**src/rtl/ippro_flag_pipe_if.sv**
```systemverilog
// Datapath-side bundle for the IPPro flag unit: stall, flag-update request, ALU result
// and condition select in; registered flags, condition and frame statistics out.
interface ippro_flag_pipe_if #(
  parameter int unsigned DATA_W = 16,
  parameter int unsigned CNT_W  = 16
);
  logic              PAUSE;
  logic              ENABLE;
  logic [DATA_W-1:0] ALU_OUT;
  logic              PATTERNDETECT;
  logic [2:0]        COND_SEL;
  logic              CLR_STICKY;

  logic              ZF;
  logic              EQF;
  logic              GTF;
  logic              SF;
  logic              NZF;
  logic              NEQF;
  logic              NGTF;
  logic              NSF;
  logic              COND_OUT;
  logic              FLAG_VALID;
  logic              STICKY_ZF;
  logic              STICKY_SF;
  logic [CNT_W-1:0]  ZCOUNT;

  modport master (
    output PAUSE, ENABLE, ALU_OUT, PATTERNDETECT, COND_SEL, CLR_STICKY,
    input  ZF, EQF, GTF, SF, NZF, NEQF, NGTF, NSF, COND_OUT, FLAG_VALID,
           STICKY_ZF, STICKY_SF, ZCOUNT
  );

  modport slave (
    input  PAUSE, ENABLE, ALU_OUT, PATTERNDETECT, COND_SEL, CLR_STICKY,
    output ZF, EQF, GTF, SF, NZF, NEQF, NGTF, NSF, COND_OUT, FLAG_VALID,
           STICKY_ZF, STICKY_SF, ZCOUNT
  );
endinterface

```
**src/rtl/ippro_flag_pipe.sv**
```systemverilog
// Latency-aligned flag unit: delays the flag-update enable to meet the pipelined ALU result,
// captures Z/EQ/GT/S, selects a branch condition and keeps sticky zero/sign status.
module ippro_flag_pipe #(
  parameter int unsigned DATA_W = 16,
  parameter int unsigned EN_LAT = 2,
  parameter int unsigned CNT_W  = 16
) (
  input  logic               CLK,
  input  logic               RESET,
  ippro_flag_pipe_if.slave   bus
);

  localparam logic [CNT_W-1:0] CNT_MAX = '1;

  logic             w_en_d;
  logic             w_cap;
  logic             w_zero;
  logic             w_neg;
  logic             w_cond;

  logic             r_zf;
  logic             r_eqf;
  logic             r_gtf;
  logic             r_sf;
  logic             r_flag_valid;
  logic             r_sticky_zf;
  logic             r_sticky_sf;
  logic [CNT_W-1:0] r_zcount;

  // Enable delay line; frozen on stall so in-flight requests keep their slot.
  generate
    if (EN_LAT == 0) begin : g_no_delay
      assign w_en_d = bus.ENABLE;
    end else begin : g_delay
      logic [EN_LAT-1:0] r_en_sr;
      logic [EN_LAT:0]   w_shift_in;

      assign w_shift_in = {r_en_sr, bus.ENABLE};
      assign w_en_d     = r_en_sr[EN_LAT-1];

      always_ff @(posedge CLK) begin
        if (RESET) begin
          r_en_sr <= '0;
        end else if (!bus.PAUSE) begin
          r_en_sr <= w_shift_in[EN_LAT-1:0];
        end
      end
    end
  endgenerate

  assign w_cap  = w_en_d & ~bus.PAUSE;
  assign w_zero = (bus.ALU_OUT == '0);
  assign w_neg  = bus.ALU_OUT[DATA_W-1];

  // Flag capture and frame statistics; a capture colliding with a clear wins.
  always_ff @(posedge CLK) begin
    if (RESET) begin
      r_zf         <= 1'b0;
      r_eqf        <= 1'b0;
      r_gtf        <= 1'b0;
      r_sf         <= 1'b0;
      r_flag_valid <= 1'b0;
      r_sticky_zf  <= 1'b0;
      r_sticky_sf  <= 1'b0;
      r_zcount     <= '0;
    end else if (bus.PAUSE) begin
      r_flag_valid <= 1'b0;
    end else begin
      r_flag_valid <= w_cap;
      if (w_cap) begin
        r_zf  <= w_zero;
        r_eqf <= bus.PATTERNDETECT;
        r_sf  <= w_neg;
        r_gtf <= ~w_neg & ~w_zero;
      end
      if (bus.CLR_STICKY) begin
        r_sticky_zf <= w_cap & w_zero;
        r_sticky_sf <= w_cap & w_neg;
        r_zcount    <= (w_cap & w_zero) ? CNT_W'(1) : '0;
      end else if (w_cap) begin
        r_sticky_zf <= r_sticky_zf | w_zero;
        r_sticky_sf <= r_sticky_sf | w_neg;
        if (w_zero && (r_zcount != CNT_MAX)) begin
          r_zcount <= r_zcount + CNT_W'(1);
        end
      end
    end
  end

  always_comb begin
    w_cond = 1'b1;
    case (bus.COND_SEL)
      3'd0:    w_cond = 1'b1;
      3'd1:    w_cond = r_zf;
      3'd2:    w_cond = ~r_zf;
      3'd3:    w_cond = r_eqf;
      3'd4:    w_cond = ~r_eqf;
      3'd5:    w_cond = r_gtf;
      3'd6:    w_cond = ~r_gtf;
      default: w_cond = r_sf;
    endcase
  end

  assign bus.ZF         = r_zf;
  assign bus.EQF        = r_eqf;
  assign bus.GTF        = r_gtf;
  assign bus.SF         = r_sf;
  assign bus.NZF        = ~r_zf;
  assign bus.NEQF       = ~r_eqf;
  assign bus.NGTF       = ~r_gtf;
  assign bus.NSF        = ~r_sf;
  assign bus.COND_OUT   = w_cond;
  assign bus.FLAG_VALID = r_flag_valid;
  assign bus.STICKY_ZF  = r_sticky_zf;
  assign bus.STICKY_SF  = r_sticky_sf;
  assign bus.ZCOUNT     = r_zcount;

endmodule

```
**src/flat_wrapper.sv**
```systemverilog
// flat-port wrapper written by rule: the top's interface ports become plain ports
module ippro_flag_pipe_flat 
#(
  parameter int unsigned DATA_W = 16,
  parameter int unsigned EN_LAT = 2,
  parameter int unsigned CNT_W  = 16
)
  (CLK, RESET, bus_PAUSE, bus_ENABLE, bus_ALU_OUT, bus_PATTERNDETECT, bus_COND_SEL, bus_CLR_STICKY, bus_ZF, bus_EQF, bus_GTF, bus_SF, bus_NZF, bus_NEQF, bus_NGTF, bus_NSF, bus_COND_OUT, bus_FLAG_VALID, bus_STICKY_ZF, bus_STICKY_SF, bus_ZCOUNT);
  ippro_flag_pipe_if #(.DATA_W(DATA_W), .CNT_W(CNT_W)) bus_i ();
  input  logic CLK;
  input  logic RESET;
  input wire logic [$bits(bus_i.PAUSE)-1:0] bus_PAUSE;
  input wire logic [$bits(bus_i.ENABLE)-1:0] bus_ENABLE;
  input wire logic [$bits(bus_i.ALU_OUT)-1:0] bus_ALU_OUT;
  input wire logic [$bits(bus_i.PATTERNDETECT)-1:0] bus_PATTERNDETECT;
  input wire logic [$bits(bus_i.COND_SEL)-1:0] bus_COND_SEL;
  input wire logic [$bits(bus_i.CLR_STICKY)-1:0] bus_CLR_STICKY;
  output wire logic [$bits(bus_i.ZF)-1:0] bus_ZF;
  output wire logic [$bits(bus_i.EQF)-1:0] bus_EQF;
  output wire logic [$bits(bus_i.GTF)-1:0] bus_GTF;
  output wire logic [$bits(bus_i.SF)-1:0] bus_SF;
  output wire logic [$bits(bus_i.NZF)-1:0] bus_NZF;
  output wire logic [$bits(bus_i.NEQF)-1:0] bus_NEQF;
  output wire logic [$bits(bus_i.NGTF)-1:0] bus_NGTF;
  output wire logic [$bits(bus_i.NSF)-1:0] bus_NSF;
  output wire logic [$bits(bus_i.COND_OUT)-1:0] bus_COND_OUT;
  output wire logic [$bits(bus_i.FLAG_VALID)-1:0] bus_FLAG_VALID;
  output wire logic [$bits(bus_i.STICKY_ZF)-1:0] bus_STICKY_ZF;
  output wire logic [$bits(bus_i.STICKY_SF)-1:0] bus_STICKY_SF;
  output wire logic [$bits(bus_i.ZCOUNT)-1:0] bus_ZCOUNT;
  assign bus_i.PAUSE = bus_PAUSE;
  assign bus_i.ENABLE = bus_ENABLE;
  assign bus_i.ALU_OUT = bus_ALU_OUT;
  assign bus_i.PATTERNDETECT = bus_PATTERNDETECT;
  assign bus_i.COND_SEL = bus_COND_SEL;
  assign bus_i.CLR_STICKY = bus_CLR_STICKY;
  assign bus_ZF = bus_i.ZF;
  assign bus_EQF = bus_i.EQF;
  assign bus_GTF = bus_i.GTF;
  assign bus_SF = bus_i.SF;
  assign bus_NZF = bus_i.NZF;
  assign bus_NEQF = bus_i.NEQF;
  assign bus_NGTF = bus_i.NGTF;
  assign bus_NSF = bus_i.NSF;
  assign bus_COND_OUT = bus_i.COND_OUT;
  assign bus_FLAG_VALID = bus_i.FLAG_VALID;
  assign bus_STICKY_ZF = bus_i.STICKY_ZF;
  assign bus_STICKY_SF = bus_i.STICKY_SF;
  assign bus_ZCOUNT = bus_i.ZCOUNT;
  ippro_flag_pipe #(.DATA_W(DATA_W), .EN_LAT(EN_LAT), .CNT_W(CNT_W)) u_core (.CLK(CLK), .RESET(RESET), .bus(bus_i));
endmodule
```
**config.mk**
```make
export PLATFORM = sky130hd
export DESIGN_NAME = ippro_flag_pipe_flat
export DESIGN_NICKNAME = d
export VERILOG_FILES = /design/src/rtl/ippro_flag_pipe_if.sv /design/src/rtl/ippro_flag_pipe.sv /design/src/flat_wrapper.sv
export SDC_FILE = /design/constraint.sdc
export NUM_CORES = 1
export LEC_CHECK = 0
export CORE_ASPECT_RATIO = 2
export CORE_MARGIN = 4
export CORE_UTILIZATION = 39
export CTS_CLUSTER_DIAMETER = 80
export DETAILED_ROUTE_END_ITERATION = 8
export HOLD_SLACK_MARGIN = 0.15
export PLACE_DENSITY = 0.75
export SLEW_MARGIN = 40
export SYNTH_ARGS = -nofsm -noshare
export SYNTH_HDL_FRONTEND = slang
export SYNTH_SLANG_ARGS = --single-unit
```
**constraint.sdc**
```tcl
create_clock -name CLK -period 1.8 [get_ports CLK]
set_clock_uncertainty 0.2 [all_clocks]
set_input_delay 0.18 -clock CLK [delete_from_list [all_inputs] [get_ports CLK]]
set_output_delay 0.18 -clock CLK [all_outputs]
set_load 0.05 [all_outputs]
```
==> summary.md, run 1 <==
| Metric | Value |
|---|---|
| Pwr Total | 0.00108 W |
| Most common cell in the netlist | nand2_1 |
| CTS Sinks | 25 |
| Hold Path Depth | 3 |
| Top FF cell, synth | dfxtp_1 |
| Final Hold Viols | 0 |
| Status | complete, but fails checks |
| Clock Root Buffer | clkbuf_8 |
| Die Ht | ~92 um |
| Total grt overflow | 0 |
| Clock Latency Late Sink | between 0.2 and 0.3 ns |
| Total CTS buffers | 3 |
| Max Cap Viol | 0 |
| Multi-input logic area | 983 sq um |
| H-tree depth | 1 |
| Rows | 30 |
| Final setup fails | 8 |
| IO buf count | 52 |
| Setup WS pre-CTS | -0.477 ns |
| CP arrival | roughly 1.9 ns |
| CTS tree | done |
| Slew @ Worst Pin | 0.319 ns |
| Final Max Slew Viols | 0 |
| Hold Crit Class | in -> reg |
| Clock period minus worst slack | roughly 1.9 ns |
| Pleak | 1.07 nW |
| Placed wire-length estimate | 3860 um |
| Die X | 50.0 um |
| FF-to-FF path depth | 6 |
| RSZ-0062 raised after global routing | yes |
| Core ar. | 3420 sq um |
| Minimum hold slack | 0.256 ns |
| Clk buf depth | 2 |
| Synthesized instance count | between 150 and 200 |
| Tcrit/Tclk final | 1.04 |
| Worst setup path class | reg -> reg |
| Most frequent cells after synthesis | nand2_1 (28), dfxtp_1 (25), nor2_1 (11) |
| Async SR Flop Fraction | 0 |
| Synth warn | 0 |
| Pin count of the biggest net entering global routing | 15 |
| Failing checks | setup timing |
| Synth area leader | dfxtp_1 |
| Relative slew slack | 0.784 |
| Layout cell share with drive strength beyond 1 | 0.483 |
| Initial antenna violation count | 0 |
| Avg Cell Area, Syn | slightly above 8 sq um |
| Synth Net Count | 196 |
| Avg WL per Cell | 17.0 um |
| Worst EP required | about 1.8 ns |
| Register area share after synthesis | 0.363 |
| Mapped Area | 1380 sq um |
| Flops & latches, synth | 25 |
| Vias in the first global route | ~1800 |
| Via count | 1744 |
| Worst setup EP type | flop |
| Gr usage total | 0.222 |
| Post-DRT Antenna Nets | 0 |
| CP Launch Type | flop |
| Synth cell types | 44 |
| Reg area | 541 sq um |
| Cts hold-fix bufs | 0 |
| Die Footprint | 4600 sq um |
| DRC viols | 0 |
| Starting Density | 0.403 |
| PwrDens | roughly 440 nW/um^2 |
| Ant. Diodes | 0 |
| DR vias/cell | 5.64 |
| Fillers | 265 |
| Final GP Congestion | 0.929 |
| Post-synth EDFFs | 0 |
| First-pass GRT wire length | 8160 um |
| Area grow syn2layout | 77.9% |
| Largest cells by area after synthesis | dfxtp_1 (36%), nand2_1 (7.6%), a21oi_1 (3.6%) |
| Util after Layout | 0.718 |
| DR iter-0 viols | 54 |
| Pre-antenna DRT Iters | 4 |
| Synth top area share | 0.363 |
| Max FO, Critical Path | 6 |
| Final wirelength | 5270 um |
| Final worst setup slack | -0.0700 ns |
| Clk slew on worst S/H paths | 0.09 ns |
| Peak Freq | 0.535 GHz |
| Peak VDD IR | 0.575 mV |
| Nets | 288 |
| Top-level I/O count | 53 |
-- worst max-delay path, stage by stage (launching register included) --
cell,delay [ns]
dfxtp_4,0.37
ha_4,0.15
nand4_1,0.11
nand4bb_4,0.21
nand3_4,0.14
or4_4,0.51
a21oi_2,0.12
-- logic make-up (layout without fill, tap and decap cells) --
kind of cell / after synthesis / in the layout / share of synthesized area
fa+ha+maj: 1 / 1 / 0.00908
buf+inv: 14 / 105 / 0.0500
mux: 3 / 3 / 0.0218
flops: 25 / 25 / 0.363
simple gates: 84 / 84 / 0.332
compound gates: 43 / 43 / 0.223
-- worst paths after layout --
path                                  endpoint                         startpoint  slack [ns]
min reg2reg  u_core.bus.STICKY_SF$_SDFFE_PP0P_  u_core.bus.STICKY_SF$_SDFFE_PP0P_        0.27
min                u_core.bus.EQF$_SDFFE_PP0P_                  bus_PATTERNDETECT        0.26
max          u_core.bus.ZCOUNT[5]$_SDFFE_PP0P_  u_core.bus.ZCOUNT[0]$_SDFFE_PP0P_       -0.07
max reg2reg  u_core.bus.ZCOUNT[5]$_SDFFE_PP0P_  u_core.bus.ZCOUNT[0]$_SDFFE_PP0P_       -0.07
-- cell type report --
type / count / area share
well taps: 48 / 0.0245
clock inverters: 1 / 0.00204
clock buffers: 3 / 0.0168
multi-input cells: 131 / 0.401
repair buffers: 94 / 0.323
flip-flops and latches: 25 / 0.221
inverters: 7 / 0.0123
-- metal layers --
| metal | wire length, um | vias to the layer above | global-route usage |
|---|---|---|---|
| li1 | - | 830 | - |
| met1 | 1890 | 834 | 0.227 |
| met2 | 2970 | 68 | 0.417 |
| met3 | 295 | 12 | 0.0325 |
| met4 | 107 | 0 | 0.106 |
| met5 | 0 | - | 0 |
-- power breakdown --
part	total [W]	switching, W	internal [W]
combinational	0.000181	0.0000939	0.0000870
sequential	0.000552	0.00000370	0.000549
clock	0.000347	0.000192	0.000155
total	0.00108	0.000290	0.000791
-- cell usage in the layout, fill, tap and decap left out, types with 3 or more instances in the layout --
master,netlist,routed
dfxtp_1,25,7
buf_6,2,7
dfxtp_4,0,7
nor2_1,11,8
a31oi_1,5,3
nand4_1,4,4
mux2i_1,3,3
inv_1,7,6
nand3_1,9,8
dlygate4sd2_1,0,15
nand2b_1,3,3
o211ai_1,5,5
a21oi_1,10,8
dfxtp_2,0,11
nor3_1,4,4
nor4_2,0,4
clkdlybuf4s50_1,0,7
nand2_1,28,27
buf_4,0,62
clkbuf_8,0,3
-- stage by stage --
step                      cell area [sq um]  TNS, ns  cells
final                                  2450   -0.254    309
after global routing                   2450    -1.37    309
after CTS                              2330   -0.189    308
after detailed placement               2200    -6.45    301
after global placement                 2200    -5.65    301
after floorplan                        1440   -0.899    170
-- flip-flops by register name (all words and copies together) (netlist names) --
| register | cells |
|---|---|
| u_core.bus.GTF | 1 |
| u_core.bus.ZCOUNT | 16 |
| u_core.g_delay.r_en_sr | 2 |
| u_core.bus.ZF | 1 |
| u_core.bus.STICKY_SF | 1 |
| u_core.bus.FLAG_VALID | 1 |
| u_core.bus.EQF | 1 |
| u_core.bus.SF | 1 |
| u_core.bus.STICKY_ZF | 1 |
-- repair_timing --
item                                    4_1_cts  5_1_grt
endpoints found under the setup margin       17       15
pin swaps                                    16       17
endpoints found under the hold margin         0        0
gates resized for setup                      29       27
setup buffers                                 3        1
(Power assumes the default switching activity.)
==> inputs of run 2 (changes only) <==
--- a/config.mk
+++ b/config.mk
@@ -12,6 +12,7 @@
 export DETAILED_ROUTE_END_ITERATION = 8
 export HOLD_SLACK_MARGIN = 0.15
 export PLACE_DENSITY = 0.75
+export SKIP_LAST_GASP = 1
 export SLEW_MARGIN = 40
 export SYNTH_ARGS = -nofsm -noshare
 export SYNTH_HDL_FRONTEND = slang
==> summary.md, run 2 (synthesized netlist as in run 1, its figures left out) <==
| Metric | Value |
|---|---|
| Relative slew slack | 0.782 (-0.00139) |
| Max FO, Critical Path | 6 (unchanged) |
| Worst Hold End | u_core.bus.EQF$_SDFFE_PP0P_ |
| Commonest non-fill, non-tap cell in the layout | buf_4 |
| Top-level I/O count | 53 (unchanged) |
| Starting Density | 0.403 (unchanged) |
| Met3 Use GR | 0.0325 (unchanged) |
| Clock Root Buffer | clkbuf_8 |
| Hold Crit Class | in -> reg |
| CTS tree | done |
| Die X | 50.0 um (unchanged) |
| RSZ-0062 raised after global routing | yes |
| PwrDens | 444 nW/um^2 (+0.71%) |
| Rows | 30 (unchanged) |
| Area grow syn2layout | 77.0% |
| CP Launch Type | flop |
| Final setup fails | 8 (unchanged) |
| Initial antenna violation count | 0 (unchanged) |
| Flip-flop count of the largest register after layout | 16 (unchanged) |
| Via count | 1745 (+0.057%) |
| Worst hold start | bus_PATTERNDETECT |
| Clock Latency Late Sink | 0.27 ns (about the same) |
| IO buf count | 52 (unchanged) |
| Placed wire-length estimate | 3860 um (unchanged) |
| Vias in the first global route | 1776 (unchanged) |
| Pin count of the biggest net entering global routing | 15 (unchanged) |
| TNS Setup | -0.265 ns (-0.0119 ns) |
| Slew @ Worst Pin | 0.321 ns (+0.00206 ns) |
| Max Cap Viol | 0 (unchanged) |
| Pre-antenna DRT Iters | 5 (+1) |
| Clk buf depth | 2 (unchanged) |
| Worst EP required | 1.81 ns (about the same) |
| Reg2reg start | u_core.bus.ZCOUNT[0]$_SDFFE_PP0P_ |
| CTS Sinks | 25 (unchanged) |
| Layout cell share with drive strength beyond 1 | 0.475 (-0.00766) |
| Final worst setup slack | -0.0728 ns (-0.00286 ns) |
| Final Cell Area | 2440 sq um (-0.51%) |
| Final GP Congestion | 0.929 (unchanged) |
| Worst setup EP type | flop |
| FF-to-FF End | u_core.bus.ZCOUNT[5]$_SDFFE_PP0P_ |
| Worst setup path class | reg -> reg |
| R2R Setup Slk | -0.07 ns (about the same) |
| Gr usage total | 0.222 (unchanged) |
| DR iter-0 viols | 50 (-7.4%) |
| CP arrival | 1.88 ns (about the same) |
| Hold Path Depth | 3 (unchanged) |
| Failing checks | setup timing |
| DP Area | 2200 sq um (unchanged) |
| Util after Layout | 0.714 (-0.00366) |
| Final wirelength | 5250 um (-0.34%) |
| Total grt overflow | 0 (unchanged) |
| Most frequent cells in the layout | buf_4 (62), nand2_1 (27), dlygate4sd2_1 (15) |
| Status | complete, but fails checks |
| Ant. Diodes | 0 (unchanged) |
| Clock period minus worst slack | 1.87 ns (+0.00286 ns) |
| DR vias/cell | 5.65 (about the same) |
| Clk slew on worst S/H paths | 0.09 ns (about the same) |
| Peak Freq | 0.534 GHz (-0.15%) |
| Final Hold Viols | 0 (unchanged) |
| Avg WL per Cell | 17.0 um (-0.34%) |
| Tcrit/Tclk final | 1.04 (+0.00159) |
| First-pass GRT wire length | 8160 um (unchanged) |
| Pwr Total | 0.00108 W (+0.19%) |
| H-tree depth | 1 (unchanged) |
| DRC viols | 0 (unchanged) |
| Post-DRT Antenna Nets | 0 (unchanged) |
| GR Util met1 | 0.227 (unchanged) |
| Grt peak-use layer | met2 |
| Die Ht | 92.1 um (unchanged) |
| Total CTS buffers | 3 (unchanged) |
| Pleak | 1.06 nW (-1.6%) |
| Die Footprint | 4600 sq um (unchanged) |
| Final Max Slew Viols | 0 (unchanged) |
| FF-to-FF path depth | 6 (unchanged) |
| Core ar. | 3420 sq um (unchanged) |
| Peak VDD IR | 0.576 mV (+0.19%) |
| GRT met2 Usage | 0.417 (unchanged) |
| Dpl cells | 301 (unchanged) |
| Nets | 288 (unchanged) |
| Final Non-Filler Cells | 309 (unchanged) |
run 2: worst max path at each step:
stage	from	end	slack (ns)
2_1_floorplan	u_core.bus.ZCOUNT[0]$_SDFFE_PP0P_	u_core.bus.ZCOUNT[15]$_SDFFE_PP0P_	-0.19
3_3_place_gp	bus_ALU_OUT[11]	u_core.bus.ZCOUNT[5]$_SDFFE_PP0P_	-0.41
3_5_place_dp	bus_ALU_OUT[11]	u_core.bus.ZCOUNT[5]$_SDFFE_PP0P_	-0.48
4_1_cts	u_core.bus.ZCOUNT[0]$_SDFFE_PP0P_	u_core.bus.ZCOUNT[5]$_SDFFE_PP0P_	-0.08
5_1_grt	u_core.bus.ZCOUNT[0]$_SDFFE_PP0P_	u_core.bus.ZCOUNT[15]$_SDFFE_PP0P_	-0.16
6_report	u_core.bus.ZCOUNT[0]$_SDFFE_PP0P_	u_core.bus.ZCOUNT[5]$_SDFFE_PP0P_	-0.07
run 2: timing repair:
action | CTS | global route
setup endpoints to repair | 17 | 15
pin swaps | 16 | 17
buffers inserted | 3 | 1
resized for setup | 29 | 24
hold buffers | 0 | 0
run 2: stage by stage:
stage	hold WS (ns)	setup WS [ns]
finish	0.256	-0.0728
global route	0.277	-0.163
global placement	0.247	-0.409
detailed placement	0.253	-0.477
floorplan	0.116	-0.187
CTS	0.267	-0.0777
run 2: area by class of cell:
| type | instances | area (sq um) |
|---|---|---|
| clock buffer | 3 | 41.3 |
| clock inverter | 1 | 5.00 |
| fill | 269 | 977 |
| inverter | 7 | 30.0 |
| multi-input combinational | 131 | 973 |
| sequential | 25 | 541 |
| tap | 48 | 60.1 |
| timing repair buffer | 94 | 788 |
run 2: per-layer routing:
metal | share of wire | routed length [um] | vias up
met3 | 0.057 | 298 | 10
met1 | 0.36 | 1890 | 837
met5 | 0 | 0 | -
met4 | 0.021 | 108 | 0
met2 | 0.56 | 2950 | 70
li1 | - | - | 828
run 2: worst max-delay path, cell delays in order, from the launching register on:
cell,delay (ns)
dfxtp_4,0.37
ha_4,0.15
nand4_1,0.11
nand4bb_4,0.21
nand3_4,0.14
or4_4,0.51
a21oi_2,0.12
run 2: power breakdown:
| group | total (W) | switching, W | leakage, nW | internal [W] |
|---|---|---|---|---|
| clock | 0.000350 | 0.000194 | 0.0255 | 0.000155 |
| combinational | 0.000181 | 0.0000943 | 0.817 | 0.0000863 |
| sequential | 0.000552 | 0.00000367 | 0.213 | 0.000549 |
